## src/rtl/alarm_pkg.sv

```systemverilog
// Shared types and BCD limits for the alarm-clock user-input front end.
package alarm_pkg;

   // Encodings double as the edit_active output value.
   typedef enum logic [1:0] {
      IDLE       = 2'b00,
      EDIT_TIME  = 2'b01,
      EDIT_ALARM = 2'b10
   } state_e;

   localparam logic [3:0] HOURDEC_MAX      = 4'd2;
   localparam logic [3:0] HOURONE_MAX_AT_2 = 4'd3;
   localparam logic [3:0] MINDEC_MAX       = 4'd5;
   localparam logic [3:0] DIGIT_MAX        = 4'd9;

   typedef struct packed {
      logic [3:0] hourdec;
      logic [3:0] hourone;
      logic [3:0] mindec;
      logic [3:0] minone;
   } time_t;

   // Replace any non-BCD or out-of-range digit with 0 so edits start legal.
   function automatic time_t sanitize(input time_t t);
      time_t r;
      r = t;
      if (r.hourdec > HOURDEC_MAX) r.hourdec = '0;
      if (r.hourone > DIGIT_MAX) r.hourone = '0;
      if (r.hourdec == HOURDEC_MAX && r.hourone > HOURONE_MAX_AT_2) r.hourone = '0;
      if (r.mindec > MINDEC_MAX) r.mindec = '0;
      if (r.minone > DIGIT_MAX) r.minone = '0;
      return r;
   endfunction

endpackage

```

## src/rtl/alarm_setter_btn_debounce.sv

```systemverilog
// Button conditioner: 2-flop synchroniser, stability counter, one-cycle
// pulse on each accepted press (never on release).
module btn_debounce
   import alarm_pkg::*;
#(
   parameter int unsigned DEB_CYCLES = 1_000_000
) (
   input  logic clk,
   input  logic rstn,
   input  logic btn,
   output logic pulse
);

   localparam int unsigned CW = (DEB_CYCLES > 1) ? $clog2(DEB_CYCLES + 1) : 1;

   logic          sync1_q, sync2_q;
   logic          level_q, level_d;
   logic          prev_q;
   logic          pulse_q;
   logic [CW-1:0] cnt_q, cnt_d;

   // Accept a new level only after DEB_CYCLES consecutive differing samples.
   always_comb begin
      level_d = level_q;
      cnt_d   = '0;
      if (sync2_q != level_q) begin
         if (cnt_q == CW'(DEB_CYCLES - 1)) begin
            level_d = sync2_q;
         end else begin
            cnt_d = cnt_q + 1'b1;
         end
      end
   end

   // Synchroniser, debounced level and registered rising-edge pulse.
   always_ff @(posedge clk or negedge rstn) begin
      if (!rstn) begin
         sync1_q <= 1'b0;
         sync2_q <= 1'b0;
         level_q <= 1'b0;
         prev_q  <= 1'b0;
         pulse_q <= 1'b0;
         cnt_q   <= '0;
      end else begin
         sync1_q <= btn;
         sync2_q <= sync1_q;
         level_q <= level_d;
         prev_q  <= level_q;
         pulse_q <= level_q & ~prev_q;
         cnt_q   <= cnt_d;
      end
   end

   assign pulse = pulse_q;

endmodule

```

## src/rtl/alarm_setter.sv

```systemverilog
// Alarm-clock setter: debounced buttons drive a time/alarm BCD edit FSM.
module alarm_setter
   import alarm_pkg::*;
#(
   parameter int unsigned DEB_CYCLES     = 1_000_000,
   parameter int unsigned TIMEOUT_CYCLES = 1_000_000_000
) (
   input  logic        clk,
   input  logic        rstn,
   input  logic        btn_mode,
   input  logic        btn_next,
   input  logic        btn_inc,
   input  logic [15:0] time_now,
   output logic [15:0] time_init,
   output logic        time_load,
   output logic [15:0] alarm_time,
   output logic        bud_en,
   output logic [1:0]  edit_active,
   output logic [3:0]  cursor
);

   localparam int unsigned TW = $clog2(TIMEOUT_CYCLES + 1);

   logic    p_mode, p_next, p_inc, any_p;

   state_e  state_q, state_d;
   time_t   buf_q, buf_d;
   time_t   init_q, init_d;
   time_t   alarm_q, alarm_d;
   logic [3:0]    cur_q, cur_d;
   logic          load_q, load_d;
   logic          bud_q, bud_d;
   logic [TW-1:0] tmo_q, tmo_d;

   btn_debounce #(.DEB_CYCLES(DEB_CYCLES)) u_deb_mode (
      .clk(clk), .rstn(rstn), .btn(btn_mode), .pulse(p_mode));
   btn_debounce #(.DEB_CYCLES(DEB_CYCLES)) u_deb_next (
      .clk(clk), .rstn(rstn), .btn(btn_next), .pulse(p_next));
   btn_debounce #(.DEB_CYCLES(DEB_CYCLES)) u_deb_inc (
      .clk(clk), .rstn(rstn), .btn(btn_inc), .pulse(p_inc));

   assign any_p = p_mode | p_next | p_inc;

   // Increment the digit under the one-hot cursor with per-digit wrap, no carry.
   function automatic time_t bump(input time_t b, input logic [3:0] cur);
      time_t r;
      r = b;
      if (cur[3]) begin
         if (b.hourdec >= HOURDEC_MAX) begin
            r.hourdec = '0;
         end else begin
            r.hourdec = b.hourdec + 4'd1;
            if (r.hourdec == HOURDEC_MAX && b.hourone > HOURONE_MAX_AT_2) r.hourone = '0;
         end
      end else if (cur[2]) begin
         if (b.hourdec == HOURDEC_MAX) begin
            r.hourone = (b.hourone >= HOURONE_MAX_AT_2) ? 4'd0 : b.hourone + 4'd1;
         end else begin
            r.hourone = (b.hourone >= DIGIT_MAX) ? 4'd0 : b.hourone + 4'd1;
         end
      end else if (cur[1]) begin
         r.mindec = (b.mindec >= MINDEC_MAX) ? 4'd0 : b.mindec + 4'd1;
      end else if (cur[0]) begin
         r.minone = (b.minone >= DIGIT_MAX) ? 4'd0 : b.minone + 4'd1;
      end
      return r;
   endfunction

   // Next-state and commit logic; mode outranks next, next outranks inc.
   always_comb begin
      state_d = state_q;
      buf_d   = buf_q;
      init_d  = init_q;
      alarm_d = alarm_q;
      cur_d   = cur_q;
      load_d  = 1'b0;
      bud_d   = bud_q;
      tmo_d   = '0;
      unique case (state_q)
         IDLE: begin
            if (p_mode) begin
               state_d = EDIT_TIME;
               buf_d   = sanitize(time_t'(time_now));
               cur_d   = 4'b1000;
            end else if (p_next) begin
               // ignored
            end else if (p_inc) begin
               bud_d = ~bud_q;
            end
         end
         EDIT_TIME, EDIT_ALARM: begin
            tmo_d = any_p ? '0 : tmo_q + 1'b1;
            if (p_mode || (!any_p && tmo_q == TW'(TIMEOUT_CYCLES - 1))) begin
               state_d = IDLE;
               cur_d   = '0;
            end else if (p_next) begin
               if (cur_q != 4'b0001) begin
                  cur_d = cur_q >> 1;
               end else if (state_q == EDIT_TIME) begin
                  init_d  = buf_q;
                  load_d  = 1'b1;
                  state_d = EDIT_ALARM;
                  buf_d   = sanitize(alarm_q);
                  cur_d   = 4'b1000;
               end else begin
                  alarm_d = buf_q;
                  state_d = IDLE;
                  cur_d   = '0;
               end
            end else if (p_inc) begin
               buf_d = bump(buf_q, cur_q);
            end
         end
         default: begin
            state_d = IDLE;
            cur_d   = '0;
         end
      endcase
   end

   // FSM, edit buffer and committed settings.
   always_ff @(posedge clk or negedge rstn) begin
      if (!rstn) begin
         state_q <= IDLE;
         buf_q   <= '0;
         init_q  <= '0;
         alarm_q <= '0;
         cur_q   <= '0;
         load_q  <= 1'b0;
         bud_q   <= 1'b0;
         tmo_q   <= '0;
      end else begin
         state_q <= state_d;
         buf_q   <= buf_d;
         init_q  <= init_d;
         alarm_q <= alarm_d;
         cur_q   <= cur_d;
         load_q  <= load_d;
         bud_q   <= bud_d;
         tmo_q   <= tmo_d;
      end
   end

   assign time_init   = init_q;
   assign time_load   = load_q;
   assign alarm_time  = alarm_q;
   assign bud_en      = bud_q;
   assign edit_active = state_q;
   assign cursor      = cur_q;

endmodule

```

## config.mk

```make
export PLATFORM = sky130hd
export DESIGN_NAME = alarm_setter
export DESIGN_NICKNAME = d
export VERILOG_FILES = /design/src/rtl/alarm_pkg.sv /design/src/rtl/alarm_setter_btn_debounce.sv /design/src/rtl/alarm_setter.sv
export SDC_FILE = /design/constraint.sdc
export NUM_CORES = 1
export LEC_CHECK = 0
export BUFFER_PORTS_ARGS = -buffer_cell sky130_fd_sc_hd__buf_4
export CAP_MARGIN = 20
export CELL_PAD_IN_SITES_DETAIL_PLACEMENT = 0
export CELL_PAD_IN_SITES_GLOBAL_PLACEMENT = 1
export CORE_MARGIN = 8
export CORE_UTILIZATION = 48
export DETAILED_ROUTE_END_ITERATION = 8
export PLACE_DENSITY = 0.81
export RECOVER_POWER = 25
export SETUP_SLACK_MARGIN = 0.1
export SKIP_CTS_REPAIR_TIMING = 1
export SLEW_MARGIN = 25
export SYNTH_ARGS = -nofsm -noshare
export SYNTH_HDL_FRONTEND = slang
export SYNTH_SLANG_ARGS = --single-unit
```

## constraint.sdc

```tcl
create_clock -name clk -period 3 [get_ports clk]
set_clock_uncertainty 0.1 [all_clocks]
set_input_delay 0.45 -clock clk [delete_from_list [all_inputs] [get_ports clk]]
set_output_delay 0.45 -clock clk [all_outputs]
set_load 0.02 [all_outputs]
```

* After elaboration in Yosys (flattened, before gate mapping)
Index checks and enable logic that the tools add are counted.
** Storage, ports and cells
- Register bits after elaboration :: 161
- Input bits :: 21
- Output and inout bits :: 40
** Operators by class
- $add $sub $neg :: 8
- Magnitude comparators :: 16
- Equality and inequality tests :: 30
- Mux-type cells :: 72
- Bitwise gates (word level) :: 14
- Reduce and logical (&&, ||, !) cells :: 21
** Operators by type and width (count)
- $mux 4 :: 43
- $mux 20 :: 6
- $mux 16 :: 6
- $add 20x1->20 const B :: 3
- $eq 20x20->1 const B :: 3
- $mux 30 :: 2
- $pmux 16 s2 :: 1
- $add 30x1->30 const B :: 1
- $eq 30x30->1 const B :: 1
- $ne 3x2->1 const B :: 7
- $gt 4x2->1 const B :: 5
- $reduce_and 9->1 :: 2
- $add 4x1->4 const B :: 4
- $eq 4x2->1 const B :: 4
- $gt 4x4->1 const B :: 4
- $mux 8 :: 2
- $ne 4x3->1 const B :: 3
- $mux 2 :: 5
- $reduce_and 10->1 :: 1
- $reduce_and 5->1 :: 2
- $ne 3x3->1 const B :: 3
- $not 1->1 :: 9
- $ge 4x2->1 const B :: 2
- $ge 4x4->1 const B :: 2
- other kinds (24) :: 40

* Logic depth before layout (Yosys ltp)
- Depth after elaboration :: 15
- Gate-level depth with buffers :: 8

* Cells and area by module
A second synthesis with hierarchy kept.
** Second synthesis, totals
- Cell total of the unflattened synthesis :: 787
- Area total of the unflattened synthesis :: 8160.3 sq um
** By module, submodules not included
- alarm_setter :: times used 1, cells each 457, area an instance 4546.9 sq um, sequential area each 2152.1 sq um
- btn_debounce at u_deb_inc ... :: times used 2, cells each 110, area an instance 1204.9 sq um, sequential area each 625.6 sq um
- btn_debounce at u_deb_next :: times used 1, cells each 110, area an instance 1203.7 sq um, sequential area each 625.6 sq um

* Least setup slack after synthesis
OpenSTA, ideal clock, no wires.
- Kind :: register -> register
- Start point :: register, netlist name buf_q[12]
- End point :: register buf_q[0] in the netlist's numbering
- Library setup time :: 125 ps
- Arrival time :: 2260 ps
- Slack :: 515 ps
- Stages on the path, launching flop included :: 8
- Path buffers :: 0
- Cell sequence :: dfrtp_1 -> inv_1 -> ha_1 -> or4_4 -> o311a_1 -> a311o_1 -> o22ai_4 -> mux2_4
** RTL lines
- to (signal assigned) :: RTL line alarm_setter.sv:134 : buf_q <= buf_d;
- to (decl) :: RTL line alarm_setter.sv:27 : time_t buf_q, buf_d;

* Worst setup path in the final report
- Start point :: register buf_q[12] in the netlist's numbering
- End point :: register buf_q[11] in the netlist's numbering
** Between the ends
- Longest elaborated chain between the ends :: 8
** RTL lines
- parallel branches: the longest is 8 deep, another holds $add 4x1->4
Several ways; the timed one is not identified. The select of a mux whose other input is x is not followed.
A chain may end at the register's enable or synchronous reset.

==> out/results.tsv <==
metric	value	unit
outcome	complete, but fails checks	
violations	capacitance limit, slew limit	
routabilityCongestion	0.893	
synth_edf_count	0	
synth_area_leaders	dfrtp_1, nor2_1, xnor2_1	
grt_first_pass_wirelength	31200	µm
fmax	374	MHz
clock_path_buffers	2	
cp.required	3210	ps
critPathKind	reg -> reg	
fin_tns_setup	0	ps
ir_drop	0.378	mV
die_width	146	µm
synth_largest_area_cell	dfrtp_1	
cts.sinks	161	
synthCells	800	
num-nets-final	907	
whs	53.7	ps
pwr-share-seq	49.4	%
hold_viol_final	0	
min_period	2670	ps
final_max_slew_viol_count	58	
syn_nets	842	
area_growth	15.3	%
hp-class	in -> reg	
core.rowCount	47	
slew_headroom	-3.41	%
ys_seq_area_share	49.3	%
critical-path-top-delay-family	compound AO/OA/AOI/OAI gates	
crit_fanout	5	
cts_max_level	4	
netlist_top_cells_count	dfrtp_1, nor2_1, nand2_1	
fillers	1482	
drcViolationCount	0	
worst_pin_slew	1550	ps
synthesis.area	0.00817	mm²
startpoint_type	flip-flop	
finalCritPeriodShare	89.2	%
grt_usage	17.5	%
synth_top_area_share	49.3	%
drt-vias-per-instance	5.64	
crit_chain	inv_1, ha_1, or4_4, o311a_1, a311oi_1, o21ai_0, o2bb2ai_1	
p_int	0.00342	W
drtAntennaViolNets	0	
ys.flop_type	dfrtp_1	
ios	61	
setup_viol	0	
placed_cell_area	0.00884	mm²
power_leakage	4.11	nW
vias	6193	
final_cell_area	0.00943	mm²
critPathMaxStageDelay	540	ps
grt_pass1_vias	6236	
overflow	0	
grt_max_degree	60	
synth.most_common_cell	dfrtp_1	
start_util	49.1	%
seqCellArea	0.00403	mm²
ys_ff_latch	161	
power_density	472	mW/mm²
power.switching	0.00103	W
antenna_found_initial	0	
synth_cell_types	70	
postSynth.asyncResetShare	100	%
arrival	2890	ps
switching_share	23.2	%
cap_violations	1	
drt_iter0_markers	526	
avgSynthCellArea	10.2	µm²
core	0.0166	mm²
port_buffers	60	
routed_wl	18400	µm
combPwrFrac	2.7	%
dieHeight	146	µm
drtPass1Iterations	5	
yosysWarnings	0	
diodes	0	
cts-root-buf	clkbuf_16	
crit_slowest_cell	a311oi_1	
critical_path_buf_inv_count	1	
rsz0062_at_grt	no	
clock_power_share	48.0	%
numCtsBuffers	17	
die_area	0.0215	mm²
dp_hpwl	13100	µm
path_clk_slew	70	ps
clk_latency	420	ps
routedWlPerCell	16.7	µm
post_route_cells_drive_above_1_share	17.3	%
multi_input_area	0.00388	mm²
cts_tree	done	
endpoint_kind	flip-flop	
## final timing paths
path / start / cells after the start / end / slack, ps
setup / recovery: buf_q[12] / 7 / buf_q[11] / 330
hold / removal: btn_mode / 1 / u_deb_mode.sync1_q / 50
setup reg to reg: buf_q[12] / 7 / buf_q[11] / 330
hold reg to reg: u_deb_next.sync1_q / 0 / u_deb_next.sync2_q / 260
max in group asynchronous: rstn / 3 / u_deb_next.cnt_q[7] / 700
min in group asynchronous: rstn / 2 / alarm_time[13] / 860
## sequential cells by signal, indices dropped and copies added (netlist names), 2 cells and up
name,cells
time_init,16
alarm_time,16
u_deb_next.cnt_q,20
buf_q,16
u_deb_inc.cnt_q,20
tmo_q,30
cursor,4
u_deb_mode.cnt_q,20
edit_active,2
## layer usage
metal	global-route usage [%]	vias up	wire (µm)
li1	-	2964	-
met2	27.4	163	8640
met5	0	-	0
met1	23.4	3036	8440
met4	6.59	0	358
met3	3.83	30	940
## final cells by class
type | count | share of cell area (%)
Multi-Input combinational cell | 583 | 41.2
Clock inverter | 14 | 1.53
Tap cell | 220 | 2.92
Inverter | 31 | 1.23
Clock buffer | 18 | 4.66
Sequential cell | 161 | 42.7
Timing Repair Buffer | 71 | 5.72
## metrics by stage
step                cells  worst slack (ps)  utilization (%)  total power, W
floorplan             800               515                -         0.00228
global placement     1065               386             53.1         0.00236
detailed placement   1065               330             53.1         0.00236
CTS                  1097               312             56.6         0.00450
global route         1098               163             56.6         0.00461
finish               1098               325             56.6         0.00445
## cell usage in the layout, fill, tap and decap left out, types with 3 or more instances in the layout
cell type / synthesis / final
nand3_1: 34 / 34
nor4b_1: 13 / 13
and3_1: 10 / 10
xnor2_1: 46 / 46
or3_1: 7 / 6
o311a_1: 3 / 3
ha_1: 21 / 20
nor2b_1: 5 / 5
a31oi_1: 5 / 5
clkbuf_4: 0 / 3
nand4_1: 20 / 20
nor3_1: 19 / 19
a32o_1: 3 / 3
a21oi_1: 13 / 13
inv_1: 31 / 31
and4_1: 12 / 12
xor2_1: 35 / 35
or2_2: 4 / 4
o211ai_1: 4 / 4
clkinv_4: 0 / 3
and2_1: 8 / 8
buf_4: 0 / 63
nor4_1: 13 / 13
mux2i_1: 3 / 3
nand2b_1: 8 / 8
or4_1: 9 / 9
o21ai_0: 29 / 29
inv_6: 0 / 6
nor3b_1: 5 / 5
dfrtp_1: 161 / 161
o22ai_1: 6 / 6
a22oi_1: 4 / 4
nor2_1: 114 / 114
mux2_2: 31 / 31
nand2_1: 54 / 54
clkbuf_16: 0 / 17
## worst register-to-register path, stage by stage (launching register included)
cell	delay, ps
dfrtp_1	410
inv_1	100
ha_1	210
or4_4	440
o311a_1	380
a311oi_1	540
o21ai_0	210
o2bb2ai_1	170
## power groups by stage
stage,logic [W],clock network (W),registers (W)
after floorplan,0.0000411,0,0.00223
after global placement,0.000121,0,0.00224
after detailed placement,0.000124,0,0.00224
after CTS,0.000124,0.00218,0.00220
after global routing,0.000139,0.00227,0.00220
final,0.000119,0.00213,0.00220
## cells by family (layout without fill, tap and decap cells)
family	Yosys count	count (layout)	share of synthesized area (%)
AO/OA/AOI/OAI	97	97	8.22
XOR/XNOR	81	81	8.68
adder cells (fa/ha/maj)	21	21	3.21
buffers and inverters	56	134	3.25
flip-flops	161	161	49.3
multiplexers	35	35	4.82
AND/OR/NAND/NOR	349	349	22.5
Note: power is estimated with default switching activity, not from simulation.
